File: src/rtl/seq_gen_pkg.sv
// Shared definitions for the serial pattern generator and the sequence detector benches:
// FSM state encodings, the default pattern and the repeat-count helper.
package seq_gen_pkg;

  typedef enum logic [2:0] {
    IDLE  = 3'b000,
    SHIFT = 3'b001,
    GAP   = 3'b010,
    DONE  = 3'b011
  } state_t;

  localparam logic [3:0] DEFAULT_PATTERN = 4'b1001;
  localparam int         FRAME_CNT_W     = 8;
  localparam int         BIT_CNT_W       = 4;

  // A repeat request of zero still emits one frame.
  function automatic logic [FRAME_CNT_W-1:0] frames_from_repeat(input logic [FRAME_CNT_W-1:0] req);
    return (req == '0) ? FRAME_CNT_W'(1) : req;
  endfunction

endpackage

File: src/rtl/seq_pattern_gen.sv
// Serial pattern generator: emits a burst of MSB-first frames with optional idle gaps.
// Optional macro SEQ_GEN_ABORT_EN adds an i_abort input that cancels a running burst.
module seq_pattern_gen
  import seq_gen_pkg::*;
#(
  parameter int                 P_WIDTH   = 4,
  parameter logic [P_WIDTH-1:0] P_PATTERN = DEFAULT_PATTERN,
  parameter int                 P_GAP     = 0
) (
  input  logic               i_clk,
  input  logic               i_reset,
`ifdef SEQ_GEN_ABORT_EN
  input  logic               i_abort,
`endif
  input  logic               i_start,
  input  logic               i_use_ext,
  input  logic [P_WIDTH-1:0] i_pattern,
  input  logic [7:0]         i_repeat,
  output logic               o_x,
  output logic               o_valid,
  output logic               o_busy,
  output logic               o_done
);

  localparam int                   MSB      = P_WIDTH - 1;
  localparam logic [BIT_CNT_W-1:0] BIT_LOAD = BIT_CNT_W'(P_WIDTH - 1);
  localparam logic [BIT_CNT_W-1:0] GAP_LOAD = BIT_CNT_W'((P_GAP > 0) ? (P_GAP - 1) : 0);
  localparam logic                 HAS_GAP  = (P_GAP > 0);

  state_t                   state;
  logic [P_WIDTH-1:0]       shift_reg;
  logic [P_WIDTH-1:0]       pattern_reg;
  logic [BIT_CNT_W-1:0]     bit_cnt;
  logic [BIT_CNT_W-1:0]     gap_cnt;
  logic [FRAME_CNT_W-1:0]   frame_cnt;
  logic [P_WIDTH-1:0]       start_pattern;
  logic                     abort_req;

  assign start_pattern = i_use_ext ? i_pattern : P_PATTERN;

`ifdef SEQ_GEN_ABORT_EN
  assign abort_req = i_abort;
`else
  assign abort_req = 1'b0;
`endif

  // Outputs are registered alongside the state so every output follows the state it belongs to.
  always_ff @(posedge i_clk or posedge i_reset) begin
    if (i_reset) begin
      state       <= IDLE;
      shift_reg   <= '0;
      pattern_reg <= '0;
      bit_cnt     <= '0;
      gap_cnt     <= '0;
      frame_cnt   <= '0;
      o_x         <= 1'b0;
      o_valid     <= 1'b0;
      o_busy      <= 1'b0;
      o_done      <= 1'b0;
    end else begin
      unique case (state)
        IDLE: begin
          if (i_start) begin
            state       <= SHIFT;
            pattern_reg <= start_pattern;
            shift_reg   <= start_pattern;
            bit_cnt     <= BIT_LOAD;
            frame_cnt   <= frames_from_repeat(i_repeat);
            o_x         <= start_pattern[MSB];
            o_valid     <= 1'b1;
            o_busy      <= 1'b1;
          end
        end

        SHIFT: begin
          if (abort_req) begin
            state     <= IDLE;
            bit_cnt   <= '0;
            frame_cnt <= '0;
            o_x       <= 1'b0;
            o_valid   <= 1'b0;
            o_busy    <= 1'b0;
          end else if (bit_cnt != '0) begin
            shift_reg <= {shift_reg[MSB-1:0], 1'b0};
            bit_cnt   <= bit_cnt - BIT_CNT_W'(1);
            o_x       <= shift_reg[MSB-1];
          end else if (frame_cnt > FRAME_CNT_W'(1)) begin
            frame_cnt <= frame_cnt - FRAME_CNT_W'(1);
            if (HAS_GAP) begin
              state   <= GAP;
              gap_cnt <= GAP_LOAD;
              o_x     <= 1'b0;
              o_valid <= 1'b0;
            end else begin
              shift_reg <= pattern_reg;
              bit_cnt   <= BIT_LOAD;
              o_x       <= pattern_reg[MSB];
            end
          end else begin
            state   <= DONE;
            o_x     <= 1'b0;
            o_valid <= 1'b0;
            o_done  <= 1'b1;
          end
        end

        GAP: begin
          if (abort_req) begin
            state     <= IDLE;
            gap_cnt   <= '0;
            frame_cnt <= '0;
            o_x       <= 1'b0;
            o_valid   <= 1'b0;
            o_busy    <= 1'b0;
          end else if (gap_cnt == '0) begin
            state     <= SHIFT;
            shift_reg <= pattern_reg;
            bit_cnt   <= BIT_LOAD;
            o_x       <= pattern_reg[MSB];
            o_valid   <= 1'b1;
          end else begin
            gap_cnt <= gap_cnt - BIT_CNT_W'(1);
          end
        end

        DONE: begin
          state  <= IDLE;
          o_done <= 1'b0;
          o_busy <= 1'b0;
        end

        default: begin
          state   <= IDLE;
          o_x     <= 1'b0;
          o_valid <= 1'b0;
          o_busy  <= 1'b0;
          o_done  <= 1'b0;
        end
      endcase
    end
  end

endmodule
File: config.mk
export PLATFORM = sky130hd
export DESIGN_NAME = seq_pattern_gen
export DESIGN_NICKNAME = d
export VERILOG_FILES = /design/src/rtl/seq_gen_pkg.sv /design/src/rtl/seq_pattern_gen.sv
export SDC_FILE = /design/constraint.sdc
export NUM_CORES = 1
export LEC_CHECK = 0
export BUFFER_PORTS_ARGS = -buffer_cell sky130_fd_sc_hd__buf_4
export CAP_MARGIN = 30
export CORE_MARGIN = 2
export CORE_UTILIZATION = 58
export CTS_CLUSTER_DIAMETER = 50
export CTS_CLUSTER_SIZE = 40
export DETAILED_ROUTE_END_ITERATION = 6
export GPL_ROUTABILITY_DRIVEN = 0
export GPL_TIMING_DRIVEN = 0
export PLACE_DENSITY_LB_ADDON = 0.2
export SLEW_MARGIN = 10
export SYNTH_ARGS = -nofsm -noshare
export SYNTH_HDL_FRONTEND = slang
export SYNTH_SLANG_ARGS = --single-unit
File: constraint.sdc
create_clock -name i_clk -period 2.5 [get_ports i_clk]
set_input_delay 0.125 -clock i_clk [delete_from_list [all_inputs] [get_ports i_clk]]
set_output_delay 0.125 -clock i_clk [all_outputs]
set_load 0.01 [all_outputs]
==> results.md <==
- The half-perimeter wire length after placement is 2990 um.
- The post-route core utilization is 69.3%.
- The share of synthesized flip-flops with an asynchronous set or reset is 100%.
- The total setup buffers inserted after CTS is 0.
- Wires add up to 3860 um.
- The number of max-slew violations in the final report is 0.
- In this run the worst path has a maximum fanout of 10.
- The most common library cell in the layout ignoring fill and taps is sky130_fd_sc_hd__dfrtp_1.
- Setup repair after global routing left no endpoint under its margin.
- At the worst endpoint, the arrival time is 2.58 ns.
- Counting the buffers created by CTS gives 5.
- Prior to clock tree synthesis, the placed netlist has a worst setup slack of 0.0677 ns.
- The top register by number of flip-flops is frame_cnt.
- Power spread over the standard cell area amounts to 382 mW/mm^2.
- The number of enable flip-flop cells after synthesis is 0.
- Summing the sequential cell areas from Yosys gives 40.8% of the chip area.
- The routed layout has 1594 vias.
- The maximum number of pins on one net before global-route repair is 19.
- The H-tree was split into 2 levels.
- The capture instance of the worst register-to-register path is frame_cnt[7].
- In this run the count of I/O pins placed on the die edge is 20.
- Once layout is complete, the cells apart from fillers number 253.
- The number of global-route vias before repair was 1589.
- Setup violations remaining at the end of the flow were counted as 0.
- The cell count after synthesis came out at 191.
- The worst path uses 93.9% of the clock period.
- The tightest min-delay check is of the input pin to flop type.
- The worst setup path category is flop to flop.
- The initial antenna violation count is 0.
- The core area is 0.00298 mm^2.
- The register with the most flip-flops in the layout has 8 of them.
- The die covers 0.00353 mm^2.
- The cell area after layout is 0.00206 mm^2.
- Counting distinct cell types in the post-synthesis netlist gives 47.
- The clock latency reported for the late side of the worst-skew pair is 0.33 ns.
- The synthesis-stage register bit count is 29.
- For this run, the leading register cell type out of synthesis is sky130_fd_sc_hd__dfrtp_1.
- The run finished with clean final reports.
- The register-to-register setup slack is 0.15 ns.
- Summing all placed instances gives a cell area of 0.00199 mm^2.
- The total power is 788 uW.
- The detailed-route vias per instance is 6.30.
- The depth of the most critical reg-to-reg path is 7.
- The clock root buffer master is sky130_fd_sc_hd__clkbuf_4.
- The die is 59.4 um tall.
- The number of nets in the synthesized netlist is 217.
- Once routing completed, OpenROAD measured the worst setup slack at 0.151 ns.
- The worst setup path is launched from a flop.
- The peak supply drop is 0.325 mV.
- The worst path in the final design needs a cycle of 2.35 ns, including I/O delays and setup.
- In the post-synthesis netlist, the biggest area contributors are sky130_fd_sc_hd__dfrtp_1 41%, sky130_fd_sc_hd__ha_1 7.0%, sky130_fd_sc_hd__inv_1 4.4%.
- The post-synthesis area per instance is 9.32 um^2.
- The worst relative slew slack is 63.1%.
- The share of the synthesized area in the top cell type is 40.8%.
- The mapped netlist covers 0.00178 mm^2.
- The tool flagged a number of max-cap violations equal to 0.
- The final-stage net count is 245.
- The worst hold path was traced through 3 stages.
- The reported leakage power is 0.975 nW.
- The initial core utilization is 59.7%.
- The synthesized design spends more area on one cell type than any other, namely sky130_fd_sc_hd__dfrtp_1.
- The required time of the critical path is 2.73 ns.
- The end point of the most critical hold path is pattern_reg[0].
- 0 antenna diodes ended up in the layout.
- The post-route antenna net violation count is 0.
- The final count of hold timing violations is 0.
- The worst setup path is captured at a flop.
- Adding up every negative setup slack in the final design gives 0 ns.
- For this run, the top clock speed supported by timing is 426 MHz.
- The number of placement rows is 20.
- The library cells used most frequently in the layout, excluding fill and tap cells, are 29 x sky130_fd_sc_hd__dfrtp_1, 21 x sky130_fd_sc_hd__inv_1, 19 x sky130_fd_sc_hd__buf_4.
- The maximum root-to-sink buffer count is 2.
- The number of I/O port buffers is 19.
- The global-route wire length before repair is 6750 um.
- After clock tree synthesis, the clock-pin slew on the worst setup and hold paths is 0.10 ns.
- In the final routed layout, each cell accounts on average for 15.3 um.
- The overall die width is 59.4 um.
- The clock arrives with 0.0104 ns of skew.
- The number of clock sinks is 29.
- After the first detailed-routing iteration, the DRC count stood at 81.
- Before antenna repair, the detailed router went through 4 iterations.
- The start point of the worst min-delay path is i_pattern[0].
- In this run the critical register-to-register path is launched from state[1].
- The total DRC errors in the routed layout is 0.
- In this run, placement finished with an instance count of 244.
- The fraction of layout instances using a drive strength above 1 is 19.5%.
- The transition time at the pin with the least slew margin is 0.553 ns.
- The residual overflow from global routing is 0.
- Across every metal layer, demand over resource in global routing totals 25.2%.
- The CTS tree is built.
- The warning count from the yosys run is 0.
- The area added between synthesis and finish is 16.0%.
- The worst slack on hold paths is 0.0638 ns.
## where the power goes
part / leakage (nW) / total [mW] / internal, mW / switching [mW]
clock: 0.0310 / 0.279 / 0.106 / 0.173
sequential: 0.364 / 0.469 / 0.469 / 0
combinational: 0.579 / 0.0405 / 0.0224 / 0.0181
## cells in the mapped netlist (3+ instances only)
| master | n |
|---|---|
| sky130_fd_sc_hd__nor3_1 | 7 |
| sky130_fd_sc_hd__o21a_1 | 4 |
| sky130_fd_sc_hd__a21oi_1 | 10 |
| sky130_fd_sc_hd__nor2_1 | 8 |
| sky130_fd_sc_hd__mux2_2 | 4 |
| sky130_fd_sc_hd__nor2b_1 | 4 |
| sky130_fd_sc_hd__a211oi_1 | 3 |
| sky130_fd_sc_hd__clkbuf_1 | 4 |
| sky130_fd_sc_hd__o22ai_1 | 4 |
| sky130_fd_sc_hd__nor4_1 | 4 |
| sky130_fd_sc_hd__or4_1 | 4 |
| sky130_fd_sc_hd__mux2i_1 | 3 |
| sky130_fd_sc_hd__nand2_1 | 17 |
| sky130_fd_sc_hd__o21ai_0 | 11 |
| sky130_fd_sc_hd__inv_1 | 21 |
| sky130_fd_sc_hd__dfrtp_1 | 29 |
| sky130_fd_sc_hd__ha_1 | 10 |
| sky130_fd_sc_hd__nand3_1 | 4 |
| sky130_fd_sc_hd__nand4_1 | 5 |
## routing by layer
layer	global-route usage [%]	wire length [um]	up-vias
li1	-	-	769
met2	42.4	1960	41
met1	30.1	1680	776
met5	0	0	-
met3	6.11	149	8
met4	11.7	72	0
## cells by family after synthesis
family / after synthesis / share of synthesized area (%)
simple gates: 64 / 20.0
compound gates: 54 / 21.6
flops: 29 / 40.8
buf+inv: 26 / 5.91
fa+ha+maj: 10 / 7.03
mux: 7 / 4.22
xor+xnor: 1 / 0.492
## final cells by class
class | count | area (um^2)
Buffer | 5 | 27.5
Multi-Input combinational cell | 136 | 956
Sequential cell | 29 | 726
Clock buffer | 5 | 37.5
Inverter | 21 | 78.8
Timing Repair Buffer | 21 | 180
Clock inverter | 3 | 17.5
Fill cell | 238 | 913
Tap cell | 33 | 41.3
## worst max path at each step
stage               startpoint           end  slack (ns)  cells past startpoint
global placement    gap_cnt[0]  shift_reg[2]        0.16                      6
finish                state[1]  frame_cnt[7]        0.15                      7
detailed placement  gap_cnt[0]  shift_reg[0]        0.07                      6
CTS                   state[1]  shift_reg[0]        0.06                      7
floorplan           bit_cnt[0]  frame_cnt[7]        0.31                      7
global route          state[1]  frame_cnt[7]       0.009                      7
## repair_timing
item,4_1_cts,5_1_grt
hold buffers,1,0
resized for setup,0,4
hold endpoints to repair,11,0
endpoints found under the setup margin,0,6
## worst max-delay path, cell delays in order, from the launching register on
cell                       delay (ns)
sky130_fd_sc_hd__dfrtp_1         0.43
sky130_fd_sc_hd__inv_1           0.12
sky130_fd_sc_hd__ha_1            0.16
sky130_fd_sc_hd__clkbuf_1        0.37
sky130_fd_sc_hd__nor2_1          0.14
sky130_fd_sc_hd__a211o_4         0.37
sky130_fd_sc_hd__or4_1           0.53
sky130_fd_sc_hd__o211a_1         0.12
Power figures use the tool's default switching activity.
